### config.mk
export PLATFORM = sky130hd
export DESIGN_NAME = multicycle_control_flat
export DESIGN_NICKNAME = d
export VERILOG_FILES = /design/src/rtl/multicycle_control_pkg.sv /design/src/rtl/multicycle_control_if.sv /design/src/rtl/multicycle_control_decode.sv /design/src/rtl/multicycle_control.sv /design/src/flat_wrapper.sv
export SDC_FILE = /design/constraint.sdc
export NUM_CORES = 1
export LEC_CHECK = 0
export ABC_CLOCK_PERIOD_IN_PS = 7200
export CAP_MARGIN = 0
export CORE_MARGIN = 2
export CORE_UTILIZATION = 37
export CTS_BUF_LIST = sky130_fd_sc_hd__clkbuf_4 sky130_fd_sc_hd__clkbuf_8 sky130_fd_sc_hd__clkbuf_16
export DETAILED_ROUTE_END_ITERATION = 10
export PLACE_DENSITY = 0.85
export SLEW_MARGIN = 20
export SYNTH_ARGS = -nofsm -noshare
export SYNTH_HDL_FRONTEND = slang
export SYNTH_SLANG_ARGS = --single-unit
### constraint.sdc
create_clock -name clk -period 7.2 [get_ports clk]
set_clock_uncertainty 0.15 [all_clocks]
set_input_delay 2.16 -clock clk [delete_from_list [all_inputs] [get_ports clk]]
set_output_delay 2.16 -clock clk [all_outputs]
set_load 0.03 [all_outputs]
### src/rtl/multicycle_control_pkg.sv
// Shared encodings for the multicycle main controller: opcodes, functs, ALU codes,
// datapath mux selects, FSM states and the decoded-instruction record.
package multicycle_control_pkg;

  localparam int unsigned WAIT_W = 16;

  typedef enum logic [2:0] {
    ST_FETCH  = 3'd0,
    ST_DECODE = 3'd1,
    ST_EXEC   = 3'd2,
    ST_MEM    = 3'd3,
    ST_WB     = 3'd4
  } state_e;

  typedef enum logic [3:0] {
    CLS_ILLEGAL = 4'd0,
    CLS_R_ARITH = 4'd1,
    CLS_R_SHIFT = 4'd2,
    CLS_R_LOGIC = 4'd3,
    CLS_IMM     = 4'd4,
    CLS_LOAD    = 4'd5,
    CLS_STORE   = 4'd6,
    CLS_BRANCH  = 4'd7,
    CLS_JUMP    = 4'd8,
    CLS_LUI     = 4'd9
  } instr_class_e;

  localparam logic [3:0] ALU_NONE    = 4'd0;
  localparam logic [3:0] ALU_ADD     = 4'd1;
  localparam logic [3:0] ALU_SUB     = 4'd2;
  localparam logic [3:0] ALU_AND     = 4'd3;
  localparam logic [3:0] ALU_OR      = 4'd4;
  localparam logic [3:0] ALU_XOR     = 4'd5;
  localparam logic [3:0] ALU_SLL     = 4'd6;
  localparam logic [3:0] ALU_SRA     = 4'd7;
  localparam logic [3:0] ALU_R_ARITH = 4'd8;
  localparam logic [3:0] ALU_R_SHIFT = 4'd9;

  localparam logic [5:0] OP_RTYPE = 6'b000000;
  localparam logic [5:0] OP_J     = 6'b000010;
  localparam logic [5:0] OP_JAL   = 6'b000011;
  localparam logic [5:0] OP_BEQ   = 6'b000100;
  localparam logic [5:0] OP_BNE   = 6'b000101;
  localparam logic [5:0] OP_ADDIU = 6'b001001;
  localparam logic [5:0] OP_ANDI  = 6'b001100;
  localparam logic [5:0] OP_ORI   = 6'b001101;
  localparam logic [5:0] OP_XORI  = 6'b001110;
  localparam logic [5:0] OP_LUI   = 6'b001111;
  localparam logic [5:0] OP_LW    = 6'b100011;
  localparam logic [5:0] OP_SW    = 6'b101011;

  localparam logic [5:0] FN_SLL  = 6'b000000;
  localparam logic [5:0] FN_SRA  = 6'b000011;
  localparam logic [5:0] FN_JR   = 6'b001000;
  localparam logic [5:0] FN_ADDU = 6'b100001;
  localparam logic [5:0] FN_SUBU = 6'b100011;
  localparam logic [5:0] FN_AND  = 6'b100100;
  localparam logic [5:0] FN_OR   = 6'b100101;
  localparam logic [5:0] FN_XOR  = 6'b100110;

  localparam logic [1:0] PC_SRC_ALU    = 2'b00;
  localparam logic [1:0] PC_SRC_ALUOUT = 2'b01;
  localparam logic [1:0] PC_SRC_JUMP   = 2'b10;
  localparam logic [1:0] PC_SRC_RS     = 2'b11;

  localparam logic [1:0] REG_DST_RT  = 2'b00;
  localparam logic [1:0] REG_DST_RD  = 2'b01;
  localparam logic [1:0] REG_DST_R31 = 2'b10;

  localparam logic [1:0] MTR_ALUOUT = 2'b00;
  localparam logic [1:0] MTR_MDR    = 2'b01;
  localparam logic [1:0] MTR_PC     = 2'b10;
  localparam logic [1:0] MTR_LUI    = 2'b11;

  localparam logic [1:0] SRCB_REG    = 2'b00;
  localparam logic [1:0] SRCB_FOUR   = 2'b01;
  localparam logic [1:0] SRCB_IMM    = 2'b10;
  localparam logic [1:0] SRCB_IMM_SH = 2'b11;

  typedef struct packed {
    instr_class_e cls;
    logic [3:0]   alu_op;
    logic [1:0]   alu_flag;
    logic         ext_sign;
    logic         is_bne;
    logic         is_jal;
    logic         is_jr;
  } decode_t;

  // The low funct bits tell the ALU control decoder which R-type variant to run.
  function automatic logic [1:0] r_qualifier(input logic [5:0] funct);
    return funct[1:0];
  endfunction

endpackage

### src/rtl/multicycle_control_if.sv
// Controller <-> datapath signal bundle; the controller is the master side.
interface multicycle_control_if;
  logic [31:0] instr;
  logic        mem_ready;
  logic        zero;
  logic        pc_write;
  logic [1:0]  pc_src;
  logic        ir_write;
  logic        iord;
  logic        mem_read;
  logic        mem_write;
  logic        reg_write;
  logic [1:0]  reg_dst;
  logic [1:0]  mem_to_reg;
  logic        ext_sign;
  logic        alu_src_a;
  logic [1:0]  alu_src_b;
  logic [3:0]  alu_op;
  logic [1:0]  alu_flag;
  logic        illegal;

  modport master (
    input  instr, mem_ready, zero,
    output pc_write, pc_src, ir_write, iord, mem_read, mem_write, reg_write,
           reg_dst, mem_to_reg, ext_sign, alu_src_a, alu_src_b, alu_op, alu_flag, illegal
  );

  modport slave (
    output instr, mem_ready, zero,
    input  pc_write, pc_src, ir_write, iord, mem_read, mem_write, reg_write,
           reg_dst, mem_to_reg, ext_sign, alu_src_a, alu_src_b, alu_op, alu_flag, illegal
  );
endinterface

### src/rtl/multicycle_control_decode.sv
// Combinational instruction classifier: opcode/funct -> class plus the EXEC-stage
// ALU op, function qualifier and immediate extension mode.
module multicycle_control_decode
  import multicycle_control_pkg::*;
(
  input  logic [5:0] opcode,
  input  logic [5:0] funct,
  output decode_t    dec
);

  // Classify the instruction and pick its EXEC ALU controls.
  always_comb begin
    dec     = '0;
    dec.cls = CLS_ILLEGAL;
    case (opcode)
      OP_RTYPE: begin
        case (funct)
          FN_ADDU, FN_SUBU: begin
            dec.cls      = CLS_R_ARITH;
            dec.alu_op   = ALU_R_ARITH;
            dec.alu_flag = r_qualifier(funct);
          end
          FN_SLL, FN_SRA: begin
            dec.cls      = CLS_R_SHIFT;
            dec.alu_op   = ALU_R_SHIFT;
            dec.alu_flag = r_qualifier(funct);
          end
          FN_AND: begin dec.cls = CLS_R_LOGIC; dec.alu_op = ALU_AND; end
          FN_OR:  begin dec.cls = CLS_R_LOGIC; dec.alu_op = ALU_OR;  end
          FN_XOR: begin dec.cls = CLS_R_LOGIC; dec.alu_op = ALU_XOR; end
          FN_JR:  begin dec.cls = CLS_JUMP;    dec.is_jr  = 1'b1;    end
          default: dec.cls = CLS_ILLEGAL;
        endcase
      end
      OP_J:     dec.cls = CLS_JUMP;
      OP_JAL:   begin dec.cls = CLS_JUMP;   dec.is_jal = 1'b1; end
      OP_BEQ:   begin dec.cls = CLS_BRANCH; dec.alu_op = ALU_SUB; end
      OP_BNE:   begin dec.cls = CLS_BRANCH; dec.alu_op = ALU_SUB; dec.is_bne = 1'b1; end
      OP_ADDIU: begin dec.cls = CLS_IMM;    dec.alu_op = ALU_ADD; dec.ext_sign = 1'b1; end
      OP_ANDI:  begin dec.cls = CLS_IMM;    dec.alu_op = ALU_AND; end
      OP_ORI:   begin dec.cls = CLS_IMM;    dec.alu_op = ALU_OR;  end
      OP_XORI:  begin dec.cls = CLS_IMM;    dec.alu_op = ALU_XOR; end
      OP_LUI:   dec.cls = CLS_LUI;
      OP_LW:    begin dec.cls = CLS_LOAD;   dec.alu_op = ALU_ADD; dec.ext_sign = 1'b1; end
      OP_SW:    begin dec.cls = CLS_STORE;  dec.alu_op = ALU_ADD; dec.ext_sign = 1'b1; end
      default:  dec.cls = CLS_ILLEGAL;
    endcase
  end

endmodule

### src/rtl/multicycle_control.sv
// Multicycle main controller: FETCH/DECODE/EXEC/MEM/WB sequencer driving datapath
// selects, enables and the memory handshake, with an optional memory-wait timeout.
module multicycle_control
  import multicycle_control_pkg::*;
#(
  parameter int unsigned MEM_TIMEOUT = 0
) (
  input  logic                 clk,
  input  logic                 rst,
  multicycle_control_if.master bus
);

  localparam logic              TIMEOUT_EN = (MEM_TIMEOUT != 32'd0);
  localparam logic [WAIT_W-1:0] WAIT_LAST  = WAIT_W'(MEM_TIMEOUT - 32'd1);
  localparam logic [WAIT_W-1:0] WAIT_ONE   = WAIT_W'(32'd1);

  state_e            state_q, state_d;
  logic [WAIT_W-1:0] wait_cnt_q, wait_cnt_d;
  decode_t           dec_s;
  logic              waiting_s;
  logic              timeout_s;

  multicycle_control_decode u_decode (
    .opcode (bus.instr[31:26]),
    .funct  (bus.instr[5:0]),
    .dec    (dec_s)
  );

  // The timeout fires in the last allowed wait cycle if memory still has not answered.
  assign waiting_s = (state_q == ST_FETCH) || (state_q == ST_MEM);
  assign timeout_s = TIMEOUT_EN && waiting_s && !bus.mem_ready && (wait_cnt_q == WAIT_LAST);

  // State and wait-counter registers.
  always_ff @(posedge clk) begin
    if (rst) begin
      state_q    <= ST_FETCH;
      wait_cnt_q <= {WAIT_W{1'b0}};
    end else begin
      state_q    <= state_d;
      wait_cnt_q <= wait_cnt_d;
    end
  end

  // Next-state and wait-counter logic.
  always_comb begin
    state_d    = state_q;
    wait_cnt_d = {WAIT_W{1'b0}};
    case (state_q)
      ST_FETCH: begin
        if (bus.mem_ready) begin
          state_d = ST_DECODE;
        end else if (timeout_s) begin
          state_d = ST_FETCH;
        end else begin
          wait_cnt_d = wait_cnt_q + WAIT_ONE;
        end
      end
      ST_DECODE: begin
        case (dec_s.cls)
          CLS_JUMP, CLS_ILLEGAL: state_d = ST_FETCH;
          CLS_LUI:               state_d = ST_WB;
          default:               state_d = ST_EXEC;
        endcase
      end
      ST_EXEC: begin
        case (dec_s.cls)
          CLS_LOAD, CLS_STORE: state_d = ST_MEM;
          CLS_BRANCH:          state_d = ST_FETCH;
          default:             state_d = ST_WB;
        endcase
      end
      ST_MEM: begin
        if (bus.mem_ready) begin
          state_d = (dec_s.cls == CLS_LOAD) ? ST_WB : ST_FETCH;
        end else if (timeout_s) begin
          state_d = ST_FETCH;
        end else begin
          wait_cnt_d = wait_cnt_q + WAIT_ONE;
        end
      end
      ST_WB:   state_d = ST_FETCH;
      default: state_d = ST_FETCH;
    endcase
  end

  // Datapath controls, decoded from state and instruction; all held low during reset.
  always_comb begin
    bus.pc_write   = 1'b0;
    bus.pc_src     = PC_SRC_ALU;
    bus.ir_write   = 1'b0;
    bus.iord       = 1'b0;
    bus.mem_read   = 1'b0;
    bus.mem_write  = 1'b0;
    bus.reg_write  = 1'b0;
    bus.reg_dst    = REG_DST_RT;
    bus.mem_to_reg = MTR_ALUOUT;
    bus.ext_sign   = 1'b0;
    bus.alu_src_a  = 1'b0;
    bus.alu_src_b  = SRCB_REG;
    bus.alu_op     = ALU_NONE;
    bus.alu_flag   = 2'b00;
    bus.illegal    = 1'b0;
    if (rst) begin
      bus.illegal = 1'b0;
    end else begin
      case (state_q)
        ST_FETCH: begin
          bus.mem_read  = 1'b1;
          bus.alu_src_b = SRCB_FOUR;
          bus.alu_op    = ALU_ADD;
          if (bus.mem_ready) begin
            bus.ir_write = 1'b1;
            bus.pc_write = 1'b1;
          end else begin
            bus.illegal = timeout_s;
          end
        end
        ST_DECODE: begin
          bus.alu_src_b = SRCB_IMM_SH;
          bus.ext_sign  = 1'b1;
          bus.alu_op    = ALU_ADD;
          case (dec_s.cls)
            CLS_JUMP: begin
              bus.pc_write = 1'b1;
              bus.pc_src   = dec_s.is_jr ? PC_SRC_RS : PC_SRC_JUMP;
              if (dec_s.is_jal) begin
                bus.reg_write  = 1'b1;
                bus.reg_dst    = REG_DST_R31;
                bus.mem_to_reg = MTR_PC;
              end else begin
                bus.reg_write = 1'b0;
              end
            end
            CLS_ILLEGAL: bus.illegal = 1'b1;
            default:     bus.illegal = 1'b0;
          endcase
        end
        ST_EXEC: begin
          bus.alu_op    = dec_s.alu_op;
          bus.alu_flag  = dec_s.alu_flag;
          bus.ext_sign  = dec_s.ext_sign;
          bus.alu_src_a = 1'b1;
          case (dec_s.cls)
            CLS_IMM, CLS_LOAD, CLS_STORE: bus.alu_src_b = SRCB_IMM;
            CLS_BRANCH: begin
              bus.pc_src   = PC_SRC_ALUOUT;
              bus.pc_write = dec_s.is_bne ? !bus.zero : bus.zero;
            end
            default: bus.alu_src_b = SRCB_REG;
          endcase
        end
        ST_MEM: begin
          bus.iord      = 1'b1;
          bus.mem_read  = (dec_s.cls == CLS_LOAD);
          bus.mem_write = (dec_s.cls == CLS_STORE);
          bus.illegal   = timeout_s;
        end
        ST_WB: begin
          bus.reg_write = 1'b1;
          case (dec_s.cls)
            CLS_R_ARITH, CLS_R_SHIFT, CLS_R_LOGIC: bus.reg_dst = REG_DST_RD;
            CLS_LOAD: bus.mem_to_reg = MTR_MDR;
            CLS_LUI:  bus.mem_to_reg = MTR_LUI;
            default:  bus.reg_dst    = REG_DST_RT;
          endcase
        end
        default: bus.illegal = 1'b0;
      endcase
    end
  end

endmodule

### src/flat_wrapper.sv
// flat-port wrapper written by rule: the top's interface ports become plain ports
module multicycle_control_flat import multicycle_control_pkg::*;
#(
  parameter int unsigned MEM_TIMEOUT = 0
)
  (clk, rst, bus_instr, bus_mem_ready, bus_zero, bus_pc_write, bus_pc_src, bus_ir_write, bus_iord, bus_mem_read, bus_mem_write, bus_reg_write, bus_reg_dst, bus_mem_to_reg, bus_ext_sign, bus_alu_src_a, bus_alu_src_b, bus_alu_op, bus_alu_flag, bus_illegal);
  multicycle_control_if bus_i ();
  input  logic clk;
  input  logic rst;
  input wire logic [$bits(bus_i.instr)-1:0] bus_instr;
  input wire logic [$bits(bus_i.mem_ready)-1:0] bus_mem_ready;
  input wire logic [$bits(bus_i.zero)-1:0] bus_zero;
  output wire logic [$bits(bus_i.pc_write)-1:0] bus_pc_write;
  output wire logic [$bits(bus_i.pc_src)-1:0] bus_pc_src;
  output wire logic [$bits(bus_i.ir_write)-1:0] bus_ir_write;
  output wire logic [$bits(bus_i.iord)-1:0] bus_iord;
  output wire logic [$bits(bus_i.mem_read)-1:0] bus_mem_read;
  output wire logic [$bits(bus_i.mem_write)-1:0] bus_mem_write;
  output wire logic [$bits(bus_i.reg_write)-1:0] bus_reg_write;
  output wire logic [$bits(bus_i.reg_dst)-1:0] bus_reg_dst;
  output wire logic [$bits(bus_i.mem_to_reg)-1:0] bus_mem_to_reg;
  output wire logic [$bits(bus_i.ext_sign)-1:0] bus_ext_sign;
  output wire logic [$bits(bus_i.alu_src_a)-1:0] bus_alu_src_a;
  output wire logic [$bits(bus_i.alu_src_b)-1:0] bus_alu_src_b;
  output wire logic [$bits(bus_i.alu_op)-1:0] bus_alu_op;
  output wire logic [$bits(bus_i.alu_flag)-1:0] bus_alu_flag;
  output wire logic [$bits(bus_i.illegal)-1:0] bus_illegal;
  assign bus_i.instr = bus_instr;
  assign bus_i.mem_ready = bus_mem_ready;
  assign bus_i.zero = bus_zero;
  assign bus_pc_write = bus_i.pc_write;
  assign bus_pc_src = bus_i.pc_src;
  assign bus_ir_write = bus_i.ir_write;
  assign bus_iord = bus_i.iord;
  assign bus_mem_read = bus_i.mem_read;
  assign bus_mem_write = bus_i.mem_write;
  assign bus_reg_write = bus_i.reg_write;
  assign bus_reg_dst = bus_i.reg_dst;
  assign bus_mem_to_reg = bus_i.mem_to_reg;
  assign bus_ext_sign = bus_i.ext_sign;
  assign bus_alu_src_a = bus_i.alu_src_a;
  assign bus_alu_src_b = bus_i.alu_src_b;
  assign bus_alu_op = bus_i.alu_op;
  assign bus_alu_flag = bus_i.alu_flag;
  assign bus_illegal = bus_i.illegal;
  multicycle_control #(.MEM_TIMEOUT(MEM_TIMEOUT)) u_core (.clk(clk), .rst(rst), .bus(bus_i));
endmodule
==> results.ini <==
[clock_tree]
cts_made_buffers = 3
cts_tree = done
root_buffer = clkbuf_4
cts_buffer_depth = 2
post_cts_buffers = 0
holdBufCountCts = 0
post_cts_resized = 0
htree_levels = 1
cts.clk_slew.worst_paths_ns = 0.04
clk_latency_ns = 0.24
cts.sinks = 3

[setup_path]
worstSetupPathType = input pin to primary output
worstPathMaxFanout = 5
r2r-start = u_core.state_q[0]
cp-start-kind = input pin
startpoint = bus_instr[29]
worstPathRequired_ns = 4.89
cp.arrival_ns = 4.69
cp-end-kind = primary output

[layout]
final_nets = 218
top_register = u_core.state_q
syn_to_final_growth_pct = 56.5
drive_above_1_share_pct = 14.9
n_antenna_cell = 0
largest_register_ffs = 3
reg.largest.list = u_core.state_q: 3 flops

[drt]
ant_nets = 0
drt-total-wl_um = 2690
route.detailed.drc = 0
num_vias = 1202
wl_per_cell_um = 12.8
drt_iter0_drc = 28
detail_route.vias_per_cell = 5.75
first_pass_iters = 4

[status]
status = complete, no violations

[sta]
slew_headroom_pct = 75.9
finalSetupViolCount = 0
max_freq_mhz = 143
finalHoldViolations = 0
slew_violations = 0
final.period_utilization_pct = 97.3
rsz0062_at_grt = no
worstMarginPinSlew_ns = 0.361
fin_ws_ns = 0.197
fin_setup_tns_ns = 0
fin_crit_ns = 7.00

[yosys]
synth.top_cell.area_share_pct = 9.06
synth_common_cells = 20 x nor2_1, 12 x o21ai_0, 10 x nand2_1
synth_seq_cells = 3
syn_area_um2 = 828
ys.flop_type = dfxtp_1
ys_async_sr_fraction_pct = 0
synth_top_area_cell = nor2_1
syn-instance-count = 139
synth_warnings = 0
synth_cell_types = 40
syn_avg_cell_area_um2 = 5.96
synth-edff-count = 0
yosysMostFrequentCell = nor2_1
syn_nets = 175
ys_seq_area_share_pct = 7.25
synthTopCellsByArea = nor2_1 9.1%, dfxtp_1 7.3%, o21ai_0 7.3%, nor2b_1 5.3%, a21oi_1 4.8%

[place]
place_congestion = 0.903
port_buffers = 38
dpl.hpwl_um = 2120
preCtsSetupSlack_ns = 0.0966

[grt]
use_met1_pct = 27.5
grt_first_pass_wirelength_um = 4460
grt_util_met3_pct = 4.39
grt_pass1_vias = 1052
grt_max_degree = 16
antenna_found_initial = 0
track_usage_pct = 21.3
busiest_layer = met2
grt_overflow = 0
grt_use_met2_pct = 36.8

[die]
core_area_mm2 = 0.00217
dieWidth_um = 51.3
dieArea_mm2 = 0.00263
initial_utilization_pct = 38.2
die_y_um = 51.3
ios = 59
fp-row-count = 17

[worst_hold_path]
hp-start = u_core.state_q[2]
worstHoldPathType = flip-flop to flip-flop

[power]
ir_worst_vdd_mv = 0.107
p_leak_nw = 0.458
p_per_area_mw_per_mm2 = 80.4

[job]
cap_violations = 0

==> final timing paths <==
path	endpoint	slack [ns]	cells after the start
setup / recovery	bus_reg_write	0.20	7
hold / removal	u_core.state_q[1]	0.49	3
setup reg to reg	u_core.state_q[1]	5.70	5
hold reg to reg	u_core.state_q[1]	0.49	3
==> per-layer routing <==
metal,up-vias,wire length [µm]
met2,56,1310
met1,549,1170
met4,0,15
met5,-,0
li1,595,-
met3,2,189
==> cell usage in the layout (no fill, tap or decap), types with 2 or more instances in the layout <==
cell	instances
xor2_1	2
a31oi_1	4
or2_2	2
clkdlybuf4s50_1	31
a21oi_1	7
and2_1	2
and3_1	3
or3_1	5
buf_4	17
nand2b_1	2
nor4_1	2
nand3_1	2
nor2b_1	7
a41oi_1	2
nor2_1	20
nor3_1	8
a211oi_1	3
dfxtp_1	3
o21ai_0	12
o22ai_1	4
inv_1	4
nor3b_1	4
clkbuf_4	4
or4_1	2
nand4_1	2
a21o_1	3
nand2_1	10
==> logic make-up (layout without fill, tap and decap cells) <==
| logic type | count (synthesis) | in the layout | synth area share [%] |
|---|---|---|---|
| buffers and inverters | 14 | 56 | 6.49 |
| AOI/OAI and AO/OA | 40 | 40 | 29.6 |
| and+or+nand+nor | 77 | 77 | 50.9 |
| DFF | 3 | 3 | 7.25 |
| muxes | 2 | 2 | 2.57 |
| xor gates and xnor gates | 3 | 3 | 3.17 |
==> stage by stage <==
| stage | total power [mW] | instances | area [µm²] | utilization, % | hold slack, ns |
|---|---|---|---|---|---|
| floorplan | 0.0462 | 139 | 828 | - | 0.416 |
| detailed placement | 0.0691 | 205 | 1260 | 58.2 | 0.477 |
| CTS | 0.105 | 209 | 1290 | 59.6 | 0.484 |
| global route | 0.111 | 209 | 1300 | 59.7 | 0.507 |
| global placement | 0.0679 | 205 | 1260 | 58.2 | 0.490 |
| finish | 0.104 | 209 | 1300 | 59.7 | 0.489 |
==> power breakdown <==
part | total, mW | switching (mW) | leakage, nW | internal (mW)
clock network | 0.0349 | 0.0103 | 0.0184 | 0.0246
registers | 0.0180 | 0.000836 | 0.0244 | 0.0172
logic | 0.0514 | 0.0269 | 0.415 | 0.0245
total | 0.104 | 0.0380 | 0.458 | 0.0662
==> layout make-up <==
class,count,area (µm²)
fill,220,873
clock buffer,4,30.0
tap,28,35.0
multi-input combinational,122,718
inverter,4,15.0
sequential,3,60.1
timing repair buffer,48,438
==> critical path, cell delays in order <==
cell	delay, ns
clkdlybuf4s50_1	0.42
or4_1	0.54
or4_1	0.49
a21oi_2	0.21
or3_2	0.19
o21ai_0	0.09
clkdlybuf4s50_1	0.59
No activity file was read; power rests on OpenSTA's default activity.
